--- src/rtl/keypad_entry_ctrl_pkg.sv ---
// Shared encodings for the keypad entry controller: FSM states, key codes,
// ALU op codes and default sizing.
package keypad_entry_ctrl_pkg;

  typedef enum logic [1:0] {
    S_A    = 2'b00,
    S_B    = 2'b01,
    S_CALC = 2'b10,
    S_SHOW = 2'b11
  } state_t;

  localparam logic [3:0] KEY_ADD = 4'hA;
  localparam logic [3:0] KEY_SUB = 4'hB;
  localparam logic [3:0] KEY_MUL = 4'hC;
  localparam logic [3:0] KEY_DIV = 4'hD;
  localparam logic [3:0] KEY_CLR = 4'hE;
  localparam logic [3:0] KEY_EQ  = 4'hF;

  localparam logic [1:0] OP_ADD = 2'b00;
  localparam logic [1:0] OP_SUB = 2'b01;
  localparam logic [1:0] OP_MUL = 2'b10;
  localparam logic [1:0] OP_DIV = 2'b11;

  localparam int NDIGITS_DEFAULT  = 4;
  localparam int DEBOUNCE_DEFAULT = 20000;

  function automatic logic is_digit(input logic [3:0] k);
    return (k <= 4'd9);
  endfunction

  function automatic logic is_op(input logic [3:0] k);
    return (k >= KEY_ADD) && (k <= KEY_DIV);
  endfunction

  // Operator keys A..D are contiguous, so the op code is the offset from KEY_ADD.
  function automatic logic [1:0] key_to_op(input logic [3:0] k);
    logic [3:0] t;
    t = k - KEY_ADD;
    return t[1:0];
  endfunction

endpackage

--- src/rtl/keypad_entry_ctrl_if.sv ---
// Controller <-> arithmetic unit link carrying the operands and the
// start/done handshake.
interface keypad_entry_ctrl_if #(
  parameter int W = 16
);
  // Handshake: master raises calc_start for exactly one cycle with op_a/op_b/op_code
  // valid and holds them unchanged until the slave returns a one-cycle calc_done
  // pulse with calc_result valid in that same cycle; there is no backpressure.
  logic [W-1:0] op_a;
  logic [W-1:0] op_b;
  logic [1:0]   op_code;
  logic         calc_start;
  logic         calc_done;
  logic [W-1:0] calc_result;

  modport master (
    output op_a, op_b, op_code, calc_start,
    input  calc_done, calc_result
  );

  modport slave (
    input  op_a, op_b, op_code, calc_start,
    output calc_done, calc_result
  );
endinterface

--- src/rtl/keypad_entry_ctrl_debounce.sv ---
// Debounces the raw {key_valid,key_value} level and emits one key_event pulse
// per debounced press together with the stable key code.
module keypad_entry_ctrl_debounce #(
  parameter int DEBOUNCE = 20000
) (
  input  logic       clk,
  input  logic       reset_n,
  input  logic       key_valid,
  input  logic [3:0] key_value,
  output logic       key_event,
  output logic [3:0] key_code
);

  localparam int CW = (DEBOUNCE > 1) ? $clog2(DEBOUNCE) : 1;
  localparam logic [CW-1:0] CNT_MAX = CW'(DEBOUNCE - 1);

  logic [4:0]    sample_q;
  logic [4:0]    stable_q;
  logic [CW-1:0] cnt_q;
  logic          stable_valid_d;

  // Any change of the sampled pair restarts the count; the pair is committed
  // once it has been seen equal for DEBOUNCE consecutive samples.
  always_ff @(posedge clk) begin
    if (!reset_n) begin
      sample_q       <= '0;
      stable_q       <= '0;
      cnt_q          <= '0;
      stable_valid_d <= 1'b0;
      key_event      <= 1'b0;
    end else begin
      sample_q <= {key_valid, key_value};
      if ({key_valid, key_value} != sample_q) begin
        cnt_q <= '0;
      end else if (cnt_q != CNT_MAX) begin
        cnt_q <= cnt_q + 1'b1;
      end else begin
        stable_q <= sample_q;
      end
      stable_valid_d <= stable_q[4];
      key_event      <= stable_q[4] & ~stable_valid_d;
    end
  end

  assign key_code = stable_q[3:0];

endmodule

--- src/rtl/keypad_entry_ctrl.sv ---
// Turns debounced key presses into BCD operands and an operator, launches the
// arithmetic unit and takes its result back as the new operand A.
module keypad_entry_ctrl
  import keypad_entry_ctrl_pkg::*;
#(
  parameter int DEBOUNCE = DEBOUNCE_DEFAULT,
  parameter int NDIGITS  = NDIGITS_DEFAULT,
  localparam int W       = 4 * NDIGITS
) (
  input  logic                 clk,
  input  logic                 reset_n,
  input  logic [3:0]           key_value,
  input  logic                 key_valid,
  keypad_entry_ctrl_if.master  alu,
  output logic [W-1:0]         display,
  output logic                 busy,
  output logic                 key_event,
  output logic [1:0]           state
);

  localparam int CW = $clog2(NDIGITS + 1);
  localparam logic [CW-1:0] CNT_FULL = CW'(NDIGITS);

  state_t        state_q;
  logic [3:0]    key_code;
  logic [CW-1:0] count_q;
  logic          show_b_q;
  logic          digit_ok;
  logic          do_clear;

  keypad_entry_ctrl_debounce #(
    .DEBOUNCE (DEBOUNCE)
  ) u_debounce (
    .clk       (clk),
    .reset_n   (reset_n),
    .key_valid (key_valid),
    .key_value (key_value),
    .key_event (key_event),
    .key_code  (key_code)
  );

  function automatic logic [W-1:0] push_digit(input logic [W-1:0] v, input logic [3:0] d);
    return (v << 4) | W'(d);
  endfunction

  // A digit lands in the current operand unless it is a leading zero or the operand is full.
  assign digit_ok = is_digit(key_code) && (count_q != CNT_FULL) &&
                    !((count_q == '0) && (key_code == 4'd0));
  assign do_clear = key_event && (key_code == KEY_CLR) && (state_q != S_CALC);

  always_ff @(posedge clk) begin
    if (!reset_n) begin
      state_q        <= S_A;
      alu.op_a       <= '0;
      alu.op_b       <= '0;
      alu.op_code    <= OP_ADD;
      alu.calc_start <= 1'b0;
      count_q        <= '0;
      show_b_q       <= 1'b0;
    end else begin
      alu.calc_start <= 1'b0;
      if (do_clear) begin
        state_q     <= S_A;
        alu.op_a    <= '0;
        alu.op_b    <= '0;
        alu.op_code <= OP_ADD;
        count_q     <= '0;
        show_b_q    <= 1'b0;
      end else begin
        case (state_q)
          S_A: begin
            if (key_event) begin
              if (digit_ok) begin
                alu.op_a <= push_digit(alu.op_a, key_code);
                count_q  <= count_q + 1'b1;
              end else if (is_op(key_code)) begin
                alu.op_code <= key_to_op(key_code);
                alu.op_b    <= '0;
                count_q     <= '0;
                show_b_q    <= 1'b0;
                state_q     <= S_B;
              end
            end
          end
          S_B: begin
            if (key_event) begin
              if (digit_ok) begin
                alu.op_b <= push_digit(alu.op_b, key_code);
                count_q  <= count_q + 1'b1;
                show_b_q <= 1'b1;
              end else if (is_op(key_code)) begin
                alu.op_code <= key_to_op(key_code);
              end else if (key_code == KEY_EQ) begin
                alu.calc_start <= 1'b1;
                state_q        <= S_CALC;
              end
            end
          end
          S_CALC: begin
            // A done pulse overlapping the start pulse cannot belong to this request.
            if (alu.calc_done && !alu.calc_start) begin
              alu.op_a <= alu.calc_result;
              count_q  <= CNT_FULL;
              show_b_q <= 1'b0;
              state_q  <= S_SHOW;
            end
          end
          S_SHOW: begin
            if (key_event) begin
              if (is_digit(key_code)) begin
                alu.op_a <= W'(key_code);
                count_q  <= (key_code == 4'd0) ? CW'(0) : CW'(1);
                state_q  <= S_A;
              end else if (is_op(key_code)) begin
                alu.op_code <= key_to_op(key_code);
                alu.op_b    <= '0;
                count_q     <= '0;
                show_b_q    <= 1'b0;
                state_q     <= S_B;
              end
            end
          end
          default: state_q <= S_A;
        endcase
      end
    end
  end

  // Operands are untouched while calculating, so the display stays frozen there.
  assign display = show_b_q ? alu.op_b : alu.op_a;
  assign busy    = (state_q == S_CALC);
  assign state   = state_q;

endmodule
--- src/flat_wrapper.sv ---
// flat-port wrapper written by rule: the top's interface ports become plain ports
module keypad_entry_ctrl_flat import keypad_entry_ctrl_pkg::*;
#(
  parameter int DEBOUNCE = DEBOUNCE_DEFAULT,
  parameter int NDIGITS  = NDIGITS_DEFAULT,
  localparam int W       = 4 * NDIGITS
)
  (clk, reset_n, key_value, key_valid, display, busy, key_event, state, alu_op_a, alu_op_b, alu_op_code, alu_calc_start, alu_calc_done, alu_calc_result);
  keypad_entry_ctrl_if alu_i ();
  input  logic clk;
  input  logic reset_n;
  input  logic [3:0] key_value;
  input  logic key_valid;
  output logic [W-1:0] display;
  output logic busy;
  output logic key_event;
  output logic [1:0] state;
  output wire logic [$bits(alu_i.op_a)-1:0] alu_op_a;
  output wire logic [$bits(alu_i.op_b)-1:0] alu_op_b;
  output wire logic [$bits(alu_i.op_code)-1:0] alu_op_code;
  output wire logic [$bits(alu_i.calc_start)-1:0] alu_calc_start;
  input wire logic [$bits(alu_i.calc_done)-1:0] alu_calc_done;
  input wire logic [$bits(alu_i.calc_result)-1:0] alu_calc_result;
  assign alu_op_a = alu_i.op_a;
  assign alu_op_b = alu_i.op_b;
  assign alu_op_code = alu_i.op_code;
  assign alu_calc_start = alu_i.calc_start;
  assign alu_i.calc_done = alu_calc_done;
  assign alu_i.calc_result = alu_calc_result;
  keypad_entry_ctrl #(.DEBOUNCE(DEBOUNCE), .NDIGITS(NDIGITS)) u_core (.clk(clk), .reset_n(reset_n), .key_value(key_value), .key_valid(key_valid), .alu(alu_i), .display(display), .busy(busy), .key_event(key_event), .state(state));
endmodule
--- config.mk ---
export PLATFORM = sky130hd
export DESIGN_NAME = keypad_entry_ctrl_flat
export DESIGN_NICKNAME = d
export VERILOG_FILES = /design/src/rtl/keypad_entry_ctrl_pkg.sv /design/src/rtl/keypad_entry_ctrl_if.sv /design/src/rtl/keypad_entry_ctrl_debounce.sv /design/src/rtl/keypad_entry_ctrl.sv /design/src/flat_wrapper.sv
export SDC_FILE = /design/constraint.sdc
export NUM_CORES = 1
export LEC_CHECK = 0
export ABC_AREA = 1
export CAP_MARGIN = 15
export CORE_ASPECT_RATIO = 2
export CORE_UTILIZATION = 34
export DETAILED_ROUTE_END_ITERATION = 7
export SYNTH_ARGS = -nofsm -noshare
export SYNTH_HDL_FRONTEND = slang
export SYNTH_SLANG_ARGS = --single-unit
--- constraint.sdc ---
create_clock -name clk -period 2.2 [get_ports clk]
set_input_delay 0.55 -clock clk [delete_from_list [all_inputs] [get_ports clk]]
set_output_delay 0.55 -clock clk [all_outputs]
set_load 0.03 [all_outputs]
# After elaboration in Yosys (flattened, before gate mapping)
# Cells that the tools add are included.
# Widths: inputs -> output; s select.
[op_classes] addsub=3 n_lt_le_gt_ge=3 eq_ne=23 n_mux=52 bitwise_logic=9 reduce_logical=26
[op_table] operator="$mux 16" n=13
[op_table] operator="$pmux 16 s3" n=2
[op_table] operator="$or 16x4->16" n=2
[op_table] operator="$mux 2" n=15
[op_table] operator="$mux 3" n=8
[op_table] operator="$ne 2x2->1 const B" n=9
[op_table] operator="$add 15x1->15 const B" n=1
[op_table] operator="$ne 15x15->1 const B" n=1
[op_table] operator="$reduce_and 7->1" n=2
[op_table] operator="$ne 2x1->1 const B" n=6
[op_table] operator="$pmux 3 s4" n=1
[op_table] operator="$mux 1" n=10
[op_table] operator="$reduce_and 5->1" n=2
[op_table] operator="$eq 4x4->1 const B" n=2
[op_table] operator="$le 4x4->1 const B" n=2
[op_table] operator="$pmux 2 s4" n=1
[op_table] operator="$reduce_and 8->1" n=1
[op_table] operator="$logic_and 1x1->1" n=7
[op_table] operator="$not 1->1" n=6
[op_table] operator="$reduce_and 6->1" n=1
[op_table] operator="$reduce_bool 3->1" n=2
[op_table] operator="$reduce_or 2->1" n=3
[op_table] operator="$reduce_or 6->1" n=1
[op_table] operator="$ne 5x5->1" n=1
[op_table] operator="other kinds (15)" n=17
[word_totals] register_bits=68 in_bits=24 output_inout_bits=55 elab_cells=128

# Logic depth before layout (Yosys ltp)
[logic_depth] word_depth=7 depth_mapped=11 depth_no_buf=11

# Modules after synthesis
# Synthesis repeated with hierarchy kept, for this count alone.
[unflattened] cells_unflattened=537 hier_area_um2=3584.7
[modules_own_cells] mod="keypad_entry_ctrl" n_inst=1 cells_per_inst=327 area_each_um2=2174.6 seq_area_each_um2=820.8
[modules_own_cells] mod="keypad_entry_ctrl_debounce" n_inst=1 cells_per_inst=210 area_each_um2=1410.1 seq_area_each_um2=540.5

# Least setup slack after synthesis
# OpenSTA, ideal clock, no wires.
[synth_path] path_kind="register -> output" start="register u_core.state_q[1], in the netlist u_core.state[1]" end="output busy" arrival_ns=1.377 required_ns=1.650 slack_ns=0.273 path_stages_with_launch=4 n_path_buf=1 cell_sequence="dfxtp_1 -> inv_2 -> nor2_4 -> clkbuf_1"
[synth_between] elab_chain_len=1
[synth_rtl] item="start, declared" line_no="keypad_entry_ctrl.sv:24" rtl="state_t state_q;"
[synth_rtl] item="start signal, assigned" line_no="keypad_entry_ctrl.sv:53" rtl="state_q <= S_A;"
[synth_rtl] item="start signal, assigned" line_no="keypad_entry_ctrl.sv:63" rtl="state_q <= S_A;"
[synth_rtl] item="start signal, assigned" line_no="keypad_entry_ctrl.sv:81" rtl="state_q <= S_B;"
[synth_rtl] item="$eq 2x2->1" line_no="keypad_entry_ctrl.sv:131" rtl="assign busy = (state_q == S_CALC);"
[synth_rtl] item="end, declared" line_no="flat_wrapper.sv:15" rtl="output logic busy;"
# Every way passes these cells.

# Worst setup path after layout
[layout_path] start="register u_core.state_q[0], in the netlist u_core.state[0]" end="output state[0]"
[layout_lines] item="end, declared" line_no="flat_wrapper.sv:17" rtl="output logic [1:0] state;"
# No word-level cell between the ends.

==> summary.md <==
| Metric | Value |
|---|---|
| IO buf count | `78` |
| Worst Path Buf+Inv | `1` |
| Post-DP HPWL | `between 7 and 8 mm` |
| Multiplexer share of the synthesized area | `0.00610` |
| Gpl congestion | `about 0.86` |
| Site Rows | `50` |
| Slowest stage delay, CP | `0.73 ns` |
| Met3 WL | `430 um` |
| Leakage | `1.84 nW` |
| IO Pins | `between 70 and 80` |
| Crit path required time | `1.65 ns` |
| M1 wire length | `3.30 mm` |
| Number of vias per cell | `5.02` |
| Vias | `3410` |
| Total power | `0.00390 W` |
| Sink Count | `approximately 70` |
| Fill count | `between 1000 and 1500` |
| # DRC | `0` |
| Height of the die | `141 um` |
| Final Cycle Share | `0.959` |
| Final ANT Viol Nets | `0` |
| Post-Synth Simple-Gate Area | `0.289` |
| Initial antenna violation count | `0` |
| Compound-cell area share of the yosys netlist | `0.169` |
| Initial core utilization | `0.350` |
| Worst slew pin tran | `roughly 0.70 ns` |
| Core box area | `roughly 9400 sq um` |
| Category of the most critical setup path | `reg -> out` |
| F_max | `0.474 GHz` |
| Worst skew pair latency | `0.33 ns` |
| First-pass iteration count of the detailed router | `4` |
| Crit path cell chain | `clkdlybuf4s50_1` |
| GRT Util Overall | `0.200` |
| TritonCTS buffer count | `9` |
| Wire length per cell | `14.1 um` |
| Slew margin rel. | `0.532` |
| IR drop worst, VDD | `0.502 mV` |
| Ys Warns | `0` |
| Post-cts gate resize count | `0` |
| Number of post-CTS setup repair buffers | `0` |
| Worst hold path type | `reg -> reg` |
| Post-route cell area | `4480 sq um` |
| Clock Path Buffers | `2` |
| Area grow syn2layout | `36.6%` |
| Power density over cell area | `870 nW/um^2` |
| Syn avg cell area | `6.78 sq um` |
| Crit. End Element | `output pin` |
| Inst Count DP | `663` |
| Max cap viols | `0` |
| Hold_buf cts | `0` |
| Fin crit period | `2.11 ns` |
| Unrepaired setup endpoints after global routing | `no` |
| Share of cells above drive strength 1 | `0.104` |
| Adder-cell share of the synthesized area | `0.0114` |
| Slew Limit Fails | `0` |
| Post-synthesis xor/xnor area fraction | `0.0214` |
| Main combinational cell family by area after synthesis | `simple AND/OR/NAND/NOR gates` |
| CP top delay family | `buffers and inverters` |
| Root Driver | `clkbuf_16` |
| Crit path DAT | `~1.6 ns` |
| Post-Synthesis Cells | `about 480` |
| Setup crit start kind | `flip-flop` |
| Met2 routed WL | `5.37 mm` |
| Clk_skew | `0.00835 ns` |
| Final hold vios | `0` |
| # nets final | `597` |
| H-tree depth | `3` |
| Detailed router's first-iteration violation count | `131` |
| CTS tree | `yes` |
| Vias in the first global route | `3318` |
| Status | `finished, final reports clean` |
| Yosys cell types | `30` |
| GRT Residual Overflow | `0` |
| CP max stage cell | `clkdlybuf4s50_1` |
| Largest net degree at the start of global routing | `34` |
| DRT Wirelength | `9.55 mm` |
| First-pass GRT wire length | `15.4 mm` |
| Setup Total Neg Slack | `0 ns` |
| Syn Nets | `511` |
| Final instance count without filler cells | `679` |
| Seq cells post-synth | `68` |
| Final setup fails | `0` |
| Die footprint | `10100 sq um` |
| Post-Syn Area | `3280 sq um` |
| N_diodes | `0` |
| CP Max Fanout | `6` |
| Chip Width | `71.5 um` |
| Worst-path clk slew | `0.06 ns` |
| Placed cell areas | `4180 sq um` |
| Uppermost layer routed | `met4` |
| Register area share after synthesis | `0.415` |
power breakdown:
group          total, W  internal, W  switching (W)
sequential      0.00135      0.00129      0.0000599
combinational   0.00111     0.000388       0.000725
clock           0.00143     0.000909       0.000524
total           0.00390      0.00259        0.00131
per-layer routing:
metal	track usage	vias to the layer above
met5	0	-
met4	0.120	0
met3	0.0393	36
met2	0.394	117
met1	0.179	1528
li1	-	1729
cell usage after synthesis:
cell type  number  share of area
ha_1            3          0.011
xnor2_1         1         0.0027
xor2_1          7          0.019
nor4_1          3         0.0057
o21ai_0        58          0.088
nand2b_1        1         0.0019
nand3_1        19          0.029
buf_6           1         0.0034
inv_2           3         0.0034
dfxtp_1        68           0.41
nor3b_1         2         0.0046
nor2_4          2         0.0069
a31oi_1         1         0.0019
clkbuf_1        7         0.0080
nor2_1         48          0.055
o21ai_2         1         0.0027
a21oi_1        49          0.075
nand4_2         1         0.0038
nor3_4          1         0.0050
nor2_2          3         0.0057
inv_4           1         0.0019
buf_2           6         0.0092
inv_1          54          0.062
or2_2           2         0.0038
nand2_1       123           0.14
nor3_1          9          0.014
o21ai_1         1         0.0015
nand2_2         3         0.0057
mux2i_1         2         0.0061
nand4_1         4         0.0076
state kept, by name (all words and copies together), names as in the netlist:
signal / count
u_core.alu.op_a: 16
u_core.alu.op_b: 16
u_core.u_debounce.cnt_q: 15
u_core.u_debounce.sample_q: 5
u_core.u_debounce.stable_q: 5
u_core.count_q: 3
u_core.alu.op_code: 2
u_core.state: 2
u_core.alu.calc_start: 1
u_core.show_b_q: 1
u_core.u_debounce.key_event: 1
u_core.u_debounce.stable_valid_d: 1
cell type report:
type,count,area (sq um),share of cell area
clock inverter,5,61.3,0.0137
multi-input combinational,344,1630,0.364
sequential,68,1360,0.304
inverter,58,220,0.0491
timing repair buffer,89,833,0.186
clock buffer,11,243,0.0542
tap,104,130,0.0290
cells by family after synthesis:
| logic type | after synthesis |
|---|---|
| XOR/XNOR | 8 |
| adder cells (fa/ha/maj) | 3 |
| AO/OA/AOI/OAI | 110 |
| flip-flops | 68 |
| AND/OR/NAND/NOR | 221 |
| buffers and inverters | 72 |
| multiplexers | 2 |
cells in the final DEF, fill, tap and decap left out, drive strengths merged:
| cell type | count |
|---|---|
| clkbuf | 11 |
| or2 | 2 |
| clkdlybuf4s50 | 61 |
| buf | 28 |
| nand4 | 5 |
| o21ai | 60 |
| clkinvlp | 3 |
| clkinv | 1 |
| ha | 3 |
| nor3b | 2 |
| xnor2 | 1 |
| nand2 | 126 |
| nor2 | 53 |
| nor4 | 3 |
| dfxtp | 68 |
| mux2i | 2 |
| xor2 | 7 |
| inv | 58 |
| bufinv | 1 |
| nand2b | 1 |
| nand3 | 19 |
| a31oi | 1 |
| a21oi | 49 |
| nor3 | 10 |
final timing paths:
check                                     end                        startpoint  cells after the start  slack (ns)
setup reg to reg           u_core.alu.op_b[4]     u_core.u_debounce.stable_q[1]                      7        0.29
hold reg to reg   u_core.u_debounce.key_event  u_core.u_debounce.stable_valid_d                      1        0.39
setup / recovery                     state[0]                   u_core.state[0]                      1        0.09
hold / removal    u_core.u_debounce.key_event  u_core.u_debounce.stable_valid_d                      1        0.39
stage by stage:
| stage | worst slack [ns] | hold slack (ns) | util |
|---|---|---|---|
| finish | 0.0896 | 0.385 | 0.477 |
| global route | 0.0425 | 0.410 | 0.477 |
| CTS | 0.0774 | 0.390 | 0.477 |
| detailed placement | -0.0885 | 0.382 | 0.445 |
| global placement | 0.0263 | 0.372 | 0.445 |
| floorplan | 0.273 | 0.368 | - |
Power figures use the tool's default switching activity.
